File: src/rtl/spi_pkg.sv
// Shared SPI frame constants, register offsets and master FSM state type.
// The slave peripheral imports the same frame constants.
package spi_pkg;
  localparam int SPI_FRAME_BITS = 40;
  localparam int SPI_CMD_BITS   = 8;
  localparam int SPI_WR_FLAG    = 7;

  localparam logic [1:0] REG_CMD  = 2'd0;
  localparam logic [1:0] REG_TX   = 2'd1;
  localparam logic [1:0] REG_RX   = 2'd2;
  localparam logic [1:0] REG_STAT = 2'd3;

  typedef enum logic [2:0] {
    IDLE, SETUP, HIGH, LOW, HOLD, GAP
  } spi_state_t;
endpackage

File: src/rtl/spi_clkgen.sv
// Phase timer for the SPI master: every non-idle FSM phase lasts CLK_DIV cycles.
// phase_start marks the first cycle of a phase, phase_end the last.
module spi_clkgen #(
  parameter int CLK_DIV = 8
) (
  input  logic Clk,
  input  logic Reset_n,
  input  logic en,
  output logic phase_start,
  output logic phase_end
);
  localparam int CW = $clog2(CLK_DIV);

  logic [CW-1:0] cnt;

  assign phase_end   = en && (cnt == CW'(CLK_DIV - 1));
  assign phase_start = en && (cnt == '0);

  always_ff @(posedge Clk or negedge Reset_n) begin
    if (!Reset_n)               cnt <= '0;
    else if (!en || phase_end)  cnt <= '0;
    else                        cnt <= cnt + 1'b1;
  end
endmodule

File: src/rtl/spi_master.sv
// Memory-mapped SPI master (mode 0) issuing {CMD, TXDATA} 40-bit frames and
// collecting the last 32 MISO bits into RXDATA.
module spi_master
  import spi_pkg::*;
#(
  parameter int CLK_DIV = 8
) (
  input  logic        Clk,
  input  logic        Reset_n,
  input  logic        Data_WE,
  input  logic [31:0] Data_Addr,
  input  logic [31:0] Data_Write,
  output logic [31:0] Data_Read,
  output logic        SPI_CLK,
  output logic        SPI_CS,
  output logic        SPI_MOSI,
  input  logic        SPI_MISO
);
  spi_state_t                state;
  logic [SPI_CMD_BITS-1:0]   cmd_q;
  logic [31:0]               tx_q, rx_data, rx_sh;
  logic [SPI_FRAME_BITS-1:0] tx_sh;
  logic [5:0]                bit_cnt;
  logic                      done, busy;
  logic                      miso_s1, miso_s2;
  logic                      phase_start, phase_end;
  logic [1:0]                reg_sel;
  logic                      start;
  logic                      addr_unused;

  assign reg_sel     = Data_Addr[3:2];
  assign addr_unused = ^{Data_Addr[31:4], Data_Addr[1:0]};
  assign busy        = (state != IDLE);
  assign start       = Data_WE && (reg_sel == REG_CMD) && !busy;

  spi_clkgen #(.CLK_DIV(CLK_DIV)) u_clkgen (
    .Clk         (Clk),
    .Reset_n     (Reset_n),
    .en          (busy),
    .phase_start (phase_start),
    .phase_end   (phase_end)
  );

  always_ff @(posedge Clk or negedge Reset_n) begin
    if (!Reset_n) begin
      miso_s1 <= 1'b0;
      miso_s2 <= 1'b0;
    end else begin
      miso_s1 <= SPI_MISO;
      miso_s2 <= miso_s1;
    end
  end

  always_ff @(posedge Clk or negedge Reset_n) begin
    if (!Reset_n) begin
      state    <= IDLE;
      SPI_CS   <= 1'b1;
      SPI_CLK  <= 1'b0;
      SPI_MOSI <= 1'b0;
      cmd_q    <= '0;
      tx_q     <= '0;
      rx_data  <= '0;
      rx_sh    <= '0;
      tx_sh    <= '0;
      bit_cnt  <= '0;
      done     <= 1'b0;
    end else begin
      if (Data_WE && reg_sel == REG_TX) tx_q <= Data_Write;
      if (Data_WE && reg_sel == REG_STAT && Data_Write[1]) done <= 1'b0;
      // later assignments to done (start clear, GAP set) override the bus clear
      case (state)
        IDLE: if (start) begin
          cmd_q    <= Data_Write[SPI_CMD_BITS-1:0];
          tx_sh    <= {Data_Write[SPI_CMD_BITS-1:0], tx_q};
          bit_cnt  <= '0;
          done     <= 1'b0;
          SPI_CS   <= 1'b0;
          SPI_MOSI <= Data_Write[SPI_CMD_BITS-1];
          state    <= SETUP;
        end
        SETUP: if (phase_end) begin
          SPI_CLK <= 1'b1;
          state   <= HIGH;
        end
        HIGH: if (phase_end) begin
          rx_sh   <= {rx_sh[30:0], miso_s2};
          bit_cnt <= bit_cnt + 1'b1;
          SPI_CLK <= 1'b0;
          state   <= (bit_cnt == 6'(SPI_FRAME_BITS - 1)) ? HOLD : LOW;
        end
        LOW: begin
          if (phase_start) begin
            tx_sh    <= {tx_sh[SPI_FRAME_BITS-2:0], 1'b0};
            SPI_MOSI <= tx_sh[SPI_FRAME_BITS-2];
          end
          if (phase_end) begin
            SPI_CLK <= 1'b1;
            state   <= HIGH;
          end
        end
        HOLD: if (phase_end) begin
          SPI_CS   <= 1'b1;
          SPI_MOSI <= 1'b0;
          state    <= GAP;
        end
        GAP: if (phase_end) begin
          rx_data <= rx_sh;
          done    <= 1'b1;
          state   <= IDLE;
        end
        default: state <= IDLE;
      endcase
    end
  end

  always_comb begin
    Data_Read = '0;
    case (reg_sel)
      REG_CMD:  Data_Read = {24'd0, cmd_q};
      REG_TX:   Data_Read = tx_q;
      REG_RX:   Data_Read = rx_data;
      REG_STAT: Data_Read = {30'd0, done, busy};
      default:  Data_Read = '0;
    endcase
  end
endmodule

File: config.mk
export PLATFORM = sky130hd
export DESIGN_NAME = spi_master
export DESIGN_NICKNAME = d
export VERILOG_FILES = /design/src/rtl/spi_pkg.sv /design/src/rtl/spi_clkgen.sv /design/src/rtl/spi_master.sv
export SDC_FILE = /design/constraint.sdc
export NUM_CORES = 1
export LEC_CHECK = 0
export BUFFER_PORTS_ARGS = -buffer_cell sky130_fd_sc_hd__buf_4
export CAP_MARGIN = 20
export CORE_MARGIN = 5
export CORE_UTILIZATION = 45
export CTS_BUF_LIST = sky130_fd_sc_hd__clkbuf_4
export DETAILED_ROUTE_END_ITERATION = 10
export GPL_TIMING_DRIVEN = 0
export PLACE_DENSITY = 0.66
export RECOVER_POWER = 25
export SLEW_MARGIN = 20
export SYNTH_ARGS = -nofsm -noshare
export SYNTH_HDL_FRONTEND = slang
export SYNTH_SLANG_ARGS = --single-unit
File: constraint.sdc
create_clock -name Clk -period 2.49 [get_ports Clk]
set_input_delay 0.3735 -clock Clk [delete_from_list [all_inputs] [get_ports Clk]]
set_output_delay 0.3735 -clock Clk [all_outputs]
set_load 0.05 [all_outputs]
# After elaboration in Yosys (flattened, before gate mapping)
# Index checks and enable logic that the tools add are counted.
# op_classes
n_mux,27
eq_ne,16
n_reduce_logical,28
n_addsub,2
# ops
op,n
$pmux W32 S4,1
$mux W39,2
$pmux W39 S2,1
$mux W3,7
$pmux W3 S5,1
$mux W6,2
$pmux W6 S2,1
$reduce_and A3 Y1,4
$eq A3 B3 Y1 const B,3
$mux W1,8
$ne A2 B1 Y1 const B,4
$reduce_bool A2 Y1,4
$logic_and A1 B1 Y1,7
$add A6 B1 Y6 const B,1
$eq A3 B2 Y1 const B,2
$eq A6 B6 Y1 const B,1
$logic_not A3 Y1,2
$pmux W1 S2,3
$reduce_and A2 Y1,3
$reduce_bool A3 Y1,2
$reduce_and A5 Y1,1
$eq A2 B2 Y1 const B,2
$ne A2 B2 Y1 const B,2
$reduce_and A4 Y1,1
other kinds (8),8
# word_totals
out_inout_bits,35
input_bits,68
regBits,161

# Longest topological paths before layout
# depth
word_depth,6
mapped_depth,7
ltp_nobuf,6

# By module
# A second synthesis with hierarchy kept.
# unflattened
cells_unflattened,571
hier_area_um2,7009.2
# modules_own_cells
module,seq_area_each_um2,area_each_um2,cells_per_inst,n_inst
spi_master,3955.0,6842.8,558,1
spi_clkgen,75.1,166.4,13,1

# Worst setup path after synthesis
# OpenSTA, ideal clock, no wires.
# synth_path
kind,input to output
start,in Data_Addr[2]
end,out Data_Read[2]
n_path_buf,1
path_slack_ns,0.322
stages,3
required_ns,2.117
arrival_ns,1.794
path_cell_list,buf_2 > mux2i_1 > o21ai_0
# synth_between
elab_chain_cells,2
# synth_rtl
element,line_no,text
from (decl),spi_master.sv:11,"input logic [31:0] Data_Addr,"
$eq A2 B2 Y1 (tied with other cells),spi_master.sv:118,case (reg_sel)
$pmux W32 S4 (*),spi_master.sv:118,
to (decl),spi_master.sv:13,"output logic [31:0] Data_Read,"
# Mark *: on every way between the ends. The rest lies on a longest branch, timed or not.

# Worst setup path after layout
# layout_path
start,reg state[2]
end,out Data_Read[0]
# layout_between
elab_chain_cells,2
# layout_rtl
element,line_no,text
from (decl),spi_master.sv:19,spi_state_t state;
from (signal assigned),spi_master.sv:89,state <= (bit_cnt == 6'(SPI_FRAME_BITS - 1)) ? HOLD : LOW;
$reduce_bool A3 Y1,spi_master.sv:33,assign busy = (state != IDLE);
$pmux W32 S4,spi_master.sv:118,
# Every way passes these cells.

==> flow_metrics.env <==
export IMPL_status="finished clean"
export IMPL_critPathCaptureType="output pin"
export IMPL_clkTransAtPathRegs_ns=0.13
export IMPL_postRouteAntennaNets=0
export IMPL_setup_tns_ns=0
export IMPL_yosys_area_top_type="dfrtp_1"
export IMPL_synth_avg_cell_area_sq_um=11.1
export IMPL_synth_top_area_share_pct=57.8
export IMPL_num_fill_cells=1349
export IMPL_seq_area_frac_synth_pct=58.1
export IMPL_dpl_hpwl_mm=11.1
export IMPL_cp_cell_sequence="or3_4, mux4_2, buf_6"
export IMPL_worst_path_buf_inv=1
export IMPL_drt_initial_drc_count=267
export IMPL_cts_buffers=17
export IMPL_viasPerCell=5.29
export IMPL_rsz0062_at_grt="yes"
export IMPL_dpl_instance_area_sq_mm=0.00774
export IMPL_p_leak_nw=3.94
export IMPL_area_growth_pct=17.8
export IMPL_vdd_drop_max_mv=0.354
export IMPL_synth_seq_cells=161
export IMPL_ys_top_cells_by_area="dfrtp_1, mux2_2, nand2_1, mux2i_1, a21oi_1"
export IMPL_synthesis_nets=695
export IMPL_critPathMaxFanout=5
export IMPL_grt_pass1_wl_mm=26.0
export IMPL_max_stage_delay_ns=0.50
export IMPL_start_util_pct=45.8
export IMPL_synth_flop_cell="dfrtp_1"
export IMPL_cts_root_buffer="clkbuf_4"
export IMPL_grtUsageTotal_pct=18.3
export IMPL_async_reset_ff_share_pct=100
export IMPL_finalCritPeriodShare_pct=98.1
export IMPL_place_gp_congestion=0.769
export IMPL_ys_types=33
export IMPL_cts_num_sinks=161
export IMPL_post_layout_nonfiller_instances=930
export IMPL_final_area_sq_mm=0.00816
export IMPL_max_cap_violations=0
export IMPL_finalNetCount=802
export IMPL_insertion_delay_ns=0.55
export IMPL_fp_row_count=45
export IMPL_max_slew_margin_pct=15.3
export IMPL_grt_overflow=0
export IMPL_tightestPinTransition_ns=1.27
export IMPL_cts_tree="built"
export IMPL_final_common_cell="dfrtp_1"
export IMPL_wire_per_inst_um=16.9
export IMPL_netlist_area_sq_mm=0.00693
export IMPL_hold_path_class="in -> reg"
export IMPL_die_area_sq_mm=0.0180
export IMPL_critPathSlowestCell="mux4_2"
export IMPL_fin_skew_ns=0.0108
export IMPL_cts_buffer_depth=2
export IMPL_critPathArrivalTime_ns=2.07
export IMPL_slew_violations=0
export IMPL_worstSetupPathType="reg -> out"
export IMPL_vias=4923
export IMPL_drive_gt1_share_pct=25.9
export IMPL_synth_edf_count=0
export IMPL_fmax_mhz=409
export IMPL_crit_family="multiplexers"
export IMPL_port_buffers=72
export IMPL_grt_max_degree=93
export IMPL_cp_required_ns=2.12
export IMPL_multi_input_area_sq_mm=0.00271
export IMPL_regArea_sq_mm=0.00403
export IMPL_layout_min_cycle_time_ns=2.44
export IMPL_syn_inst=623
export IMPL_crit_path_start_kind="flip-flop"
export IMPL_num_io_pins=103
export IMPL_setup_viol=0
export IMPL_final_cell_mix="dfrtp_1, nand2_1, buf_4, mux2_2, nor2_1"
export IMPL_finalCoreUtilization_pct=53.9
export IMPL_htreeDepth=4
export IMPL_power_density_mw_per_mm2=777
export IMPL_drtPass1Iterations=4
export IMPL_dp_cells=884
export IMPL_antenna_found_initial=1
export IMPL_final_hold_violation_count=0
export IMPL_core_region_area_sq_mm=0.0151
export IMPL_synth_warnings=0
export IMPL_first_global_vias=5086
export IMPL_drt_wl_total_mm=15.7
export IMPL_die_w_um=134
export IMPL_dieHeight_um=134
export IMPL_post_route_drc_count=0
## logic make-up (layout without fill, tap and decap cells)
family / count (synthesis) / after routing / share of synthesized area [%]
buf+inv: 44 / 162 / 2.83
flops: 161 / 161 / 58.1
compound gates: 85 / 85 / 7.65
fa+ha+maj: 4 / 4 / 0.722
simple gates: 215 / 215 / 12.7
other cells: 0 / 1 / 0
mux: 110 / 110 / 17.4
xor+xnor: 4 / 4 / 0.505
## power breakdown
| part | switching (mW) | total, mW | internal (mW) | leakage (nW) |
|---|---|---|---|---|
| combinational | 0.801 | 1.45 | 0.646 | 1.79 |
| sequential | 0.289 | 3.33 | 3.04 | 2.01 |
| clock | 0.886 | 1.57 | 0.685 | 0.143 |
## per-stage QoR
stage	hold slack [ns]	power (mW)	worst slack, ns
after global placement	0.339	4.73	0.222
after detailed placement	0.336	4.80	0.261
final	0.0375	6.34	0.0475
after floorplan	0.0779	4.34	0.322
after CTS	0.00390	6.40	0.00627
after global routing	0.00484	6.70	-0.0168
## layer usage
layer,vias to the layer above,global-route usage [%],wire length (um)
li1,2338,-,-
met1,2486,23.9,6920
met2,85,30.5,7850
met3,14,3.83,732
met4,0,6.50,181
met5,-,0,0
## worst register-to-register path: stages, from the launching register on
cell	delay [ns]
dfrtp_1	0.41
buf_4	0.16
nand3b_1	0.15
clkbuf_1	0.22
o32ai_2	0.63
buf_4	0.31
buf_4	0.20
a21oi_1	0.08
## flip-flops by register name (all words and copies together) (netlist names)
register / count
rx_sh: 32
state: 3
SPI_CS: 1
rx_data: 32
done: 1
bit_cnt: 6
tx_sh: 39
SPI_CLK: 1
u_clkgen.cnt: 3
SPI_MOSI: 1
tx_q: 32
miso_s2: 1
cmd_q: 8
miso_s1: 1
## cell type report
| type | count | area share (%) |
|---|---|---|
| inverters | 5 | 0.230 |
| multi-input cells | 418 | 33.2 |
| repair buffers | 88 | 8.70 |
| clock inverters | 12 | 1.75 |
| well taps | 188 | 2.88 |
| clock buffers | 18 | 1.66 |
| diodes | 1 | 0.0307 |
| plain buffers | 39 | 2.18 |
| flip-flops and latches | 161 | 49.4 |
## worst paths after layout
check	startpoint	end	cells after the start	slack [ns]
max	state[2]$_DFFE_PN0P_	Data_Read[0]	3	0.05
min	Data_Write[4]	cmd_q[4]$_DFFE_PN0P_	3	0.04
max reg2reg	state[2]$_DFFE_PN0P_	tx_sh[35]$_DFFE_PN0P_	7	0.23
min reg2reg	miso_s1$_DFF_PN0_	miso_s2$_DFF_PN0_	0	0.36
max in group asynchronous	Reset_n	rx_data[10]$_DFFE_PN0P_	3	0.87
min in group asynchronous	Reset_n	SPI_CLK$_DFFE_PN0P_	2	0.65
## cells in the mapped netlist (2+ instances only)
cell type / instances
o21ai_0: 13
nand4_1: 4
nor2b_1: 2
buf_4: 3
buf_1: 3
and3_1: 3
ha_1: 4
dfrtp_1: 160
clkbuf_1: 17
mux2i_1: 43
inv_1: 5
a22o_1: 24
mux2_2: 64
a21oi_1: 45
nand3_1: 4
buf_2: 16
nand3b_1: 4
nor3_1: 2
xor2_1: 4
nor2_1: 52
nand2_1: 138
mux4_2: 2
## repair_timing
| item | in CTS | in global routing |
|---|---|---|
| pin swaps | 0 | 0 |
| setup buffers | 3 | 0 |
| hold buffers | 12 | 0 |
| endpoints found under the hold margin | 101 | 0 |
| gates resized for setup | 3 | 0 |
| endpoints found under the setup margin | 1 | 1 |
Note: power is estimated with default switching activity, not from simulation.
